--- src/rtl/lev_pkg.sv ---
// Shared constants, command codes and parser state encoding for the
// levitation transducer command controller.
package lev_pkg;
  localparam int ARRAY_N_DEF = 8;
  localparam int WIN_N_DEF   = 4;

  localparam logic [7:0] SOF = 8'hFF;
  localparam logic [7:0] EOF = 8'h3C;

  localparam logic [7:0] CMD_LEFT  = 8'h41;  // 'A' x-1
  localparam logic [7:0] CMD_RIGHT = 8'h44;  // 'D' x+1
  localparam logic [7:0] CMD_FWD   = 8'h57;  // 'W' y-1
  localparam logic [7:0] CMD_BACK  = 8'h53;  // 'S' y+1

  typedef enum logic [1:0] {IDLE, GOT_SOF, GOT_CMD, GOT_PH} parser_state_e;
endpackage

--- src/rtl/lev_frame_parser.sv ---
// Byte-level parser for the {SOF, CMD, PHASE, EOF} host frame with an
// inter-byte timeout that discards stalled partial frames.
module lev_frame_parser import lev_pkg::*; #(
  parameter int TIMEOUT_CYC = 2_500_000
) (
  input  logic       clk,
  input  logic       rst,
  input  logic [7:0] rx_data_i,
  input  logic       rx_valid_i,
  output logic       frame_ok_o,
  output logic [7:0] cmd_o,
  output logic [7:0] phase_o,
  output logic       err_o,
  output logic       busy_o
);
  localparam int CNT_W = $clog2(TIMEOUT_CYC + 1);

  parser_state_e    state_q, state_d;
  logic [7:0]       cmd_q, cmd_d, phase_q, phase_d;
  logic [CNT_W-1:0] cnt_q, cnt_d;
  logic             timeout;

  // Fires on the TIMEOUT_CYC-th consecutive idle cycle inside a frame.
  assign timeout = (state_q != IDLE) && !rx_valid_i &&
                   (cnt_q == CNT_W'(TIMEOUT_CYC - 1));

  always_comb begin
    state_d    = state_q;
    cmd_d      = cmd_q;
    phase_d    = phase_q;
    frame_ok_o = 1'b0;
    err_o      = 1'b0;
    cnt_d      = '0;
    if (state_q != IDLE && !rx_valid_i) cnt_d = cnt_q + 1'b1;
    if (timeout) begin
      state_d = IDLE;
      err_o   = 1'b1;
      cnt_d   = '0;
    end else if (rx_valid_i) begin
      unique case (state_q)
        IDLE:    if (rx_data_i == SOF) state_d = GOT_SOF;
        GOT_SOF: begin cmd_d   = rx_data_i; state_d = GOT_CMD; end
        GOT_CMD: begin phase_d = rx_data_i; state_d = GOT_PH;  end
        GOT_PH: begin
          if (rx_data_i == EOF) begin
            frame_ok_o = 1'b1;
            state_d    = IDLE;
          end else begin
            err_o   = 1'b1;
            state_d = (rx_data_i == SOF) ? GOT_SOF : IDLE;
          end
        end
      endcase
    end
  end

  always_ff @(posedge clk or posedge rst) begin
    if (rst) begin
      state_q <= IDLE;
      cmd_q   <= '0;
      phase_q <= '0;
      cnt_q   <= '0;
    end else begin
      state_q <= state_d;
      cmd_q   <= cmd_d;
      phase_q <= phase_d;
      cnt_q   <= cnt_d;
    end
  end

  assign cmd_o   = cmd_q;
  assign phase_o = phase_q;
  assign busy_o  = (state_q != IDLE);
endmodule

--- src/rtl/levitation_cmd_ctrl.sv ---
// Window/phase command controller: accumulates host moves into a pending
// update and commits it atomically on a waveform-period boundary.
module levitation_cmd_ctrl import lev_pkg::*; #(
  parameter int ARRAY_N     = ARRAY_N_DEF,
  parameter int WIN_N       = WIN_N_DEF,
  parameter int TIMEOUT_CYC = 2_500_000,
  parameter int PHASE_SHL   = 2
) (
  input  logic                         clk,
  input  logic                         rst,
  input  logic [7:0]                   rx_data,
  input  logic                         rx_valid,
  input  logic                         period_tick,
  output logic [$clog2(ARRAY_N)-1:0]   win_x,
  output logic [$clog2(ARRAY_N)-1:0]   win_y,
  output logic [8+PHASE_SHL-1:0]       delay,
  output logic [ARRAY_N*ARRAY_N-1:0]   en_mask,
  output logic                         cfg_upd,
  output logic                         busy,
  output logic [7:0]                   err_cnt
);
  localparam int POS_W   = $clog2(ARRAY_N);
  localparam int DLY_W   = 8 + PHASE_SHL;
  localparam int MASK_W  = ARRAY_N * ARRAY_N;
  localparam int MAX_ORG = ARRAY_N - WIN_N;
  localparam int CENTER  = MAX_ORG / 2;

  function automatic logic [MASK_W-1:0] win_mask(input logic [POS_W-1:0] x,
                                                 input logic [POS_W-1:0] y);
    logic [MASK_W-1:0] m;
    m = '0;
    for (int r = 0; r < ARRAY_N; r++)
      for (int c = 0; c < ARRAY_N; c++)
        m[r*ARRAY_N+c] = (r >= int'(y)) && (r < int'(y) + WIN_N) &&
                         (c >= int'(x)) && (c < int'(x) + WIN_N);
    return m;
  endfunction

  logic             frame_ok, perr;
  logic [7:0]       cmd, phase;
  logic [POS_W-1:0] win_x_q, win_y_q, pend_x_q, pend_y_q;
  logic [POS_W-1:0] base_x, base_y, nx_d, ny_d;
  logic [DLY_W-1:0] delay_q, pend_dly_q;
  logic [MASK_W-1:0] en_mask_q;
  logic             pend_vld_q, cfg_upd_q, commit;
  logic [7:0]       err_cnt_q;

  lev_frame_parser #(.TIMEOUT_CYC(TIMEOUT_CYC)) u_parser (
    .clk        (clk),
    .rst        (rst),
    .rx_data_i  (rx_data),
    .rx_valid_i (rx_valid),
    .frame_ok_o (frame_ok),
    .cmd_o      (cmd),
    .phase_o    (phase),
    .err_o      (perr),
    .busy_o     (busy)
  );

  // Only an already-registered pending update can commit, so an EOF landing
  // on the tick cycle waits for the next period.
  assign commit = period_tick && pend_vld_q;

  always_comb begin
    base_x = pend_vld_q ? pend_x_q : win_x_q;
    base_y = pend_vld_q ? pend_y_q : win_y_q;
    nx_d   = base_x;
    ny_d   = base_y;
    case (cmd)
      CMD_LEFT:  if (base_x != '0)            nx_d = base_x - 1'b1;
      CMD_RIGHT: if (int'(base_x) < MAX_ORG)  nx_d = base_x + 1'b1;
      CMD_FWD:   if (base_y != '0)            ny_d = base_y - 1'b1;
      CMD_BACK:  if (int'(base_y) < MAX_ORG)  ny_d = base_y + 1'b1;
      default: ;
    endcase
  end

  always_ff @(posedge clk or posedge rst) begin
    if (rst) begin
      win_x_q    <= POS_W'(CENTER);
      win_y_q    <= POS_W'(CENTER);
      delay_q    <= '0;
      en_mask_q  <= win_mask(POS_W'(CENTER), POS_W'(CENTER));
      cfg_upd_q  <= 1'b0;
      pend_vld_q <= 1'b0;
      pend_x_q   <= '0;
      pend_y_q   <= '0;
      pend_dly_q <= '0;
      err_cnt_q  <= '0;
    end else begin
      cfg_upd_q <= commit;
      if (commit) begin
        win_x_q   <= pend_x_q;
        win_y_q   <= pend_y_q;
        delay_q   <= pend_dly_q;
        en_mask_q <= win_mask(pend_x_q, pend_y_q);
      end
      if (frame_ok) begin
        pend_vld_q <= 1'b1;
        pend_x_q   <= nx_d;
        pend_y_q   <= ny_d;
        pend_dly_q <= DLY_W'(phase) << PHASE_SHL;
      end else if (commit) begin
        pend_vld_q <= 1'b0;
      end
      if (perr && err_cnt_q != 8'hFF) err_cnt_q <= err_cnt_q + 8'd1;
    end
  end

  assign win_x   = win_x_q;
  assign win_y   = win_y_q;
  assign delay   = delay_q;
  assign en_mask = en_mask_q;
  assign cfg_upd = cfg_upd_q;
  assign err_cnt = err_cnt_q;
endmodule

--- config.mk ---
export PLATFORM = sky130hd
export DESIGN_NAME = levitation_cmd_ctrl
export DESIGN_NICKNAME = d
export VERILOG_FILES = /design/src/rtl/lev_pkg.sv /design/src/rtl/lev_frame_parser.sv /design/src/rtl/levitation_cmd_ctrl.sv
export SDC_FILE = /design/constraint.sdc
export NUM_CORES = 1
export LEC_CHECK = 0
export BUFFER_PORTS_ARGS = -buffer_cell sky130_fd_sc_hd__buf_2
export CORE_ASPECT_RATIO = 2
export CORE_MARGIN = 3
export CORE_UTILIZATION = 50
export DETAILED_ROUTE_END_ITERATION = 12
export PLACE_DENSITY = 0.72
export REMOVE_ABC_BUFFERS = 1
export SLEW_MARGIN = 20
export SYNTH_ARGS = -nofsm -noshare
export SYNTH_HDL_FRONTEND = slang
export SYNTH_HIERARCHICAL = 1
export SYNTH_SLANG_ARGS = --single-unit
--- constraint.sdc ---
create_clock -name clk -period 8.1 [get_ports clk]
set_input_delay 1.62 -clock clk [delete_from_list [all_inputs] [get_ports clk]]
set_output_delay 1.62 -clock clk [all_outputs]
set_load 0.05 [all_outputs]
# After elaboration in Yosys (flattened, before gate mapping)
# Index checks and enable logic that the tools add are counted.
[totals] ff_bits=142 in_bits=12 output_inout_bits=90 word_cells=234
[op_classes] mux=26 reduce_logical=141 bitwise_logic=1 order_cmp=32 add_sub_neg=8 eq_ne=12
[op_table] cell="4-bit by 32-bit < comparator with 1-bit output, first input constant" n=7
[op_table] cell="1-bit logical AND" n=131
[op_table] cell="3-bit by 32-bit < comparator with 1-bit output, first input constant" n=4
[op_table] cell="1-bit by 32-bit < comparator with 1-bit output, first input constant" n=2
[op_table] cell="2-bit by 32-bit < comparator with 1-bit output, first input constant" n=2
[op_table] cell="22-bit two-way mux" n=2
[op_table] cell="8-bit by 7-bit equality test with 1-bit output, second input constant" n=4
[op_table] cell="22-bit by 1-bit adder with 22-bit output, second input constant" n=1
[op_table] cell="22-bit equality test, second input constant" n=1
[op_table] cell="3-bit >= comparator, first input constant" n=6
[op_table] cell="3-bit two-way mux" n=6
[op_table] cell="1-bit by 3-bit >= comparator with 1-bit output, first input constant" n=4
[op_table] cell="2-bit by 3-bit >= comparator with 1-bit output, first input constant" n=4
[op_table] cell="3-bit case mux with 2 select lines" n=2
[op_table] cell="1-bit two-way mux" n=11
[op_table] cell="3-bit by 3-bit adder with 4-bit output, second input constant" n=2
[op_table] cell="8-bit by 1-bit adder with 8-bit output, second input constant" n=1
[op_table] cell="8-bit by 6-bit equality test with 1-bit output, second input constant" n=1
[op_table] cell="8-bit equality test, second input constant" n=1
[op_table] cell="2-bit two-way mux" n=4
[op_table] cell="8-bit inequality test, second input constant" n=1
[op_table] cell="2-bit case mux with 4 select lines" n=1
[op_table] cell="3-bit by 1-bit adder with 3-bit output, second input constant" n=2
[op_table] cell="3-bit < comparator, second input constant" n=2
[op_table] cell="12 further kinds" n=18

# Logic depth before layout (Yosys ltp)
[logic_depth] word_depth=6 ltp_mapped=8 depth_no_buf=8

# Modules after synthesis
# Netlist, hierarchy kept.
[by_module_without_submodules] mod="levitation_cmd_ctrl" area_per_inst_um2=4443.0 cells_each=433 n_inst=1 seq_area_each_um2=2575.0
[by_module_without_submodules] mod="lev_frame_parser" area_per_inst_um2=1958.1 cells_each=185 n_inst=1 seq_area_each_um2=1001.0

# Worst setup path after synthesis
# No wires, ideal clock.
[synth_timing] path_type="input -> register" startpoint="in rx_valid" endpoint="reg err_cnt_q[6] (netlist: err_cnt[6])" path_slack_ps=5001 path_buffers=1 t_arrival_ps=2974 required_ps=7975 setup_ps=125 cell_stages=6 path_cell_list="clkbuf_1 -> nor4_1 -> a31o_2 -> and3_1 -> nand4_1 -> mux2_2"
[synth_via] elab_chain_len=5 word_cells_on_any_way=6 cone_classes="mux: 2; reduce/logical: 4"
[synth_rtl] element="start: declaration" line="levitation_cmd_ctrl.sv:12" source="input logic rx_valid,"
[synth_rtl] element="1-bit zero test" line="lev_frame_parser.sv:24" source="assign timeout = (state_q != IDLE) && !rx_valid_i &&"
[synth_rtl] element="1-bit logical AND (2 in series)" line="lev_frame_parser.sv:24"
[synth_rtl] element="1-bit two-way mux (*)" line="lev_frame_parser.sv:35" source="if (timeout) begin"
[synth_rtl] element="named net perr" line="levitation_cmd_ctrl.sv:39" source="logic frame_ok, perr;"
[synth_rtl] element="1-bit logical AND (*)" line="levitation_cmd_ctrl.sv:106" source="if (perr && err_cnt_q != 8'hFF) err_cnt_q <= err_cnt_q + 8'd1;"
[synth_rtl] element="end signal: assignment" line="levitation_cmd_ctrl.sv:106"
[synth_rtl] element="end: declaration" line="levitation_cmd_ctrl.sv:46" source="logic [7:0] err_cnt_q;"
# Mark *: on every way through the listed nets, which the timed path passes. The rest lies on a longest branch.
# A chain may end at the register's enable or synchronous reset.

# Worst setup path in the final report
[layout_timing] startpoint="reg u_parser.state_q[0]" endpoint="out busy"
[layout_via] elab_chain_len=1
[layout_rtl] element="start: declaration" line="lev_frame_parser.sv:18" source="parser_state_e state_q, state_d;"
[layout_rtl] element="start signal: assignment" line="lev_frame_parser.sv:64" source="state_q <= state_d;"
[layout_rtl] element="2-bit nonzero test" line="lev_frame_parser.sv:73" source="assign busy_o = (state_q != IDLE);"
[layout_rtl] element="end: declaration" line="levitation_cmd_ctrl.sv:19" source="output logic busy,"
# No other way between the ends.

==> impl_results.md <==
* Status: complete, no violations
* Crit path required time at 6480 ps
* Final setup TNS at 0 ps
* Max Cap Viol at 0
* CTS max path bufs at 2
* P_leak at 3.679 nW
* Setup Buffers After CTS at 0
* Core Util, Final at 0.6143
* Initial antenna violation count at 0
* H-tree depth at 4
* Width of the die at 86.01 um
* Post-DP Area at 6965 sq um
* Worst EP arrival at 1600 ps
* Final worst path period need at 3222 ps
* Count of hold-fix buffers inserted at cts at 0
* Cell mode on critical path: inv_1
* Worst Setup Start Kind: flop
* CP peak stage delay at 430 ps
* Area growth syn-to-layout at 18.41%
* Number of global-route vias before repair at 4936
* Non-filler instance count after layout at 873
* Critical path buffer and inverter count at 3
* Dominant register cell in the synthesized netlist: dfrtp_1
* Flops & latches, synth at 142
* Setup CP Type: flop to primary output
* Clk root buf: clkbuf_16
* Inst Count DP at 841
* Compound-Gate Fraction of Synth Area at 0.1075
* Clock Sinks at 142
* Final period utilization at 0.3978
* Worst-Skew Late Latency at 430 ps
* Fmax at 310.3 MHz
* Routed via count at 4934
* Worst-margin pin slew at 882.8 ps
* Final estimated routing congestion in global placement at 0.8606
* Reg2reg end: err_cnt[6]
* Post-Route WL at 14810 um
* Ys async rst share at 1.000
* Mux contribution to synthesized area at 0.05708
* Post-synth top area share at 0.4848
* Syn. warnings at 6
* Pre-CTS setup slack at 4299 ps
* Ranking of synthesized cells by area: dfrtp_1 (48%), nand2_1 (7.7%), dfstp_2 (7.4%)
* Hold Path Class: flop to flop
* Buffers on Ports at 99
* Slew headroom at 0.4114
* Total GRT Usage at 0.2167
* Cell area after synthesis at 6401 sq um
* Crit path to: busy
* Worst R2R Start: u_parser/cnt_q[15]
* Worst r2r path cells at 7
* Hold WS at 450.8 ps
* Largest net degree at the start of global routing at 93
* Synth Area in Simple Gates at 0.1837
* Row count at 57
* CTS tree: done
* R2r setup slk at 5690 ps
* Die Ht at 166.0 um
* Total Power at 2.014 mW
* Post-route ant nets at 0
* RSZ-0062 raised after global routing: no
* Worst-case vdd ir drop at 240.8 uV
* Syn Area/Cell at 10.36 sq um
* Core ar. at 12340 sq um
* Final Slew Violations at 0
* # nets final at 741
* Crit. path cell count at 4
* Clock edge transition at the registers on the reported setup and hold paths at 60 ps
* Netlist cell types at 56
* Pwr/cell area at 265.8 nW/um^2
* Setup ws final at 4878 ps
* Synth Instances at 618
* CP max FO at 8
* Initial Utilization at 0.5188
* Ratio of cells with drive above 1 in the final layout at 0.2672
* Number of synthesized flops with an enable pin at 0
* # diodes at 0
* DR vias/cell at 5.652
* CP endpoint kind: primary output
* CTS resizes at 0
* Worst setup path start: u_parser/state_q[0]
* CP top delay family: buffers and inverters
* First-pass GRT wire length at 24490 um
* Final Setup Violations at 0
* 1st-iter DRT viols at 214
* CTS Buf Count at 17
* Crit path cell chain: inv_1, ha_1, inv_1, buf_2
* Finished Cell Area at 7580 sq um
* Seq/Total Area, Yosys at 0.5586
* Synth area leader: dfrtp_1
* Ports at 102
* Die Area at 14280 sq um
* Clock Skews at 7.770 ps
* CP max-delay cell: dfrtp_1
* Synth Area in Adders at 0.03127
* Drt pass-1 iters at 5
* Area share of xor/xnor cells in the synthesized design at 0.02600
* Largest family of logic cells by synthesized area: simple AND/OR/NAND/NOR gates
* Routed wire per std cell at 16.96 um
* HPWL Detailed at 10700 um
* Congestion Overflow GR at 0
* Final Hold Fails at 0
* # DRC at 0
tightest hold or removal path, cell delays in order (launching register included):
cell     delay, ps
dfstp_2        360
nand2_1         40
nand2_1         40
sequential cells by signal, indices dropped and copies added (netlist names):
| name | cells |
|---|---|
| err_cnt | 8 |
| pend_x_q | 3 |
| delay | 8 |
| u_parser/state_q | 2 |
| u_parser/phase_o | 8 |
| pend_dly_q | 8 |
| u_parser/cmd_o | 8 |
| pend_y_q | 3 |
| win_y | 3 |
| pend_vld_q | 1 |
| u_parser/cnt_q | 22 |
| en_mask | 64 |
| cfg_upd | 1 |
| win_x | 3 |
layer usage:
metal  up-vias  track usage  part of all wire  routed length (um)
met2       154       0.3859              0.55                8112
met5         -            0                 0                   0
met3        31      0.05611             0.053                 788
met4         0      0.09373             0.030                 442
met1      2410       0.2357              0.37                5462
li1       2339            -                 -                   -
worst min path at each step:
stage	startpoint	endpoint	slack, ps	cells past startpoint
finish	en_mask[43]	en_mask[43]	450	2
global route	en_mask[43]	en_mask[43]	480	2
global placement	en_mask[43]	en_mask[43]	450	2
CTS	en_mask[43]	en_mask[43]	450	2
detailed placement	en_mask[43]	en_mask[43]	440	2
floorplan	pend_dly_q[2]	delay[2]	430	2
cells in the mapped netlist (3+ instances only):
cell	n
nand2_1	132
dfrtp_1	124
o21ai_0	61
mux2_2	28
nor2_1	27
inv_1	19
dfstp_2	18
ha_1	16
nand3_1	16
o31ai_1	15
xnor2_1	15
a21oi_1	13
clkbuf_1	13
nand4_1	13
and3_1	8
buf_2	8
or3_1	7
nor3_1	6
nor4_1	6
mux2i_1	5
nand2b_1	5
a22o_1	4
buf_6	4
xor2_1	4
a31oi_1	3
nand3b_1	3
o21bai_1	3
or4_1	3
placed cells by master, fill, tap and decap left out, types with 3 or more instances in the layout:
| cell type | instances |
|---|---|
| a21oi_1 | 13 |
| a22o_1 | 4 |
| a31oi_1 | 3 |
| and3_1 | 8 |
| buf_2 | 99 |
| buf_4 | 4 |
| bufinv_16 | 3 |
| clkbuf_16 | 17 |
| dfrtp_1 | 124 |
| dfstp_2 | 18 |
| ha_1 | 16 |
| inv_1 | 18 |
| inv_6 | 6 |
| mux2_2 | 28 |
| mux2i_1 | 5 |
| nand2_1 | 131 |
| nand2b_1 | 5 |
| nand3_1 | 16 |
| nand3b_1 | 3 |
| nand4_1 | 13 |
| nor2_1 | 26 |
| nor3_1 | 6 |
| nor4_1 | 6 |
| o21ai_0 | 61 |
| o21bai_1 | 3 |
| o31ai_1 | 15 |
| or3_1 | 7 |
| or4_1 | 3 |
| xnor2_1 | 15 |
| xor2_1 | 4 |
kinds of logic (layout without fill, tap and decap cells):
kind of cell / after synthesis / after routing
XOR/XNOR: 19 / 19
flip-flops: 142 / 142
adder cells (fa/ha/maj): 16 / 16
buffers and inverters: 47 / 154
AND/OR/NAND/NOR: 246 / 246
AO/OA/AOI/OAI: 114 / 114
other: 1 / 2
multiplexers: 33 / 33
power breakdown:
part / switching, mW / internal (mW)
combinational: 0.222 / 0.116
sequential: 0.0796 / 0.785
clock: 0.320 / 0.492
total: 0.622 / 1.39
layout make-up:
class	instances	area, sq um
repair buffers	103	525.5
clock buffers	18	429.2
fillers	1032	4758
well taps	147	183.9
flip-flops and latches	142	3576
multi-input cells	430	2609
inverters	19	73.82
clock inverters	14	182.7
(Power assumes the default switching activity.)
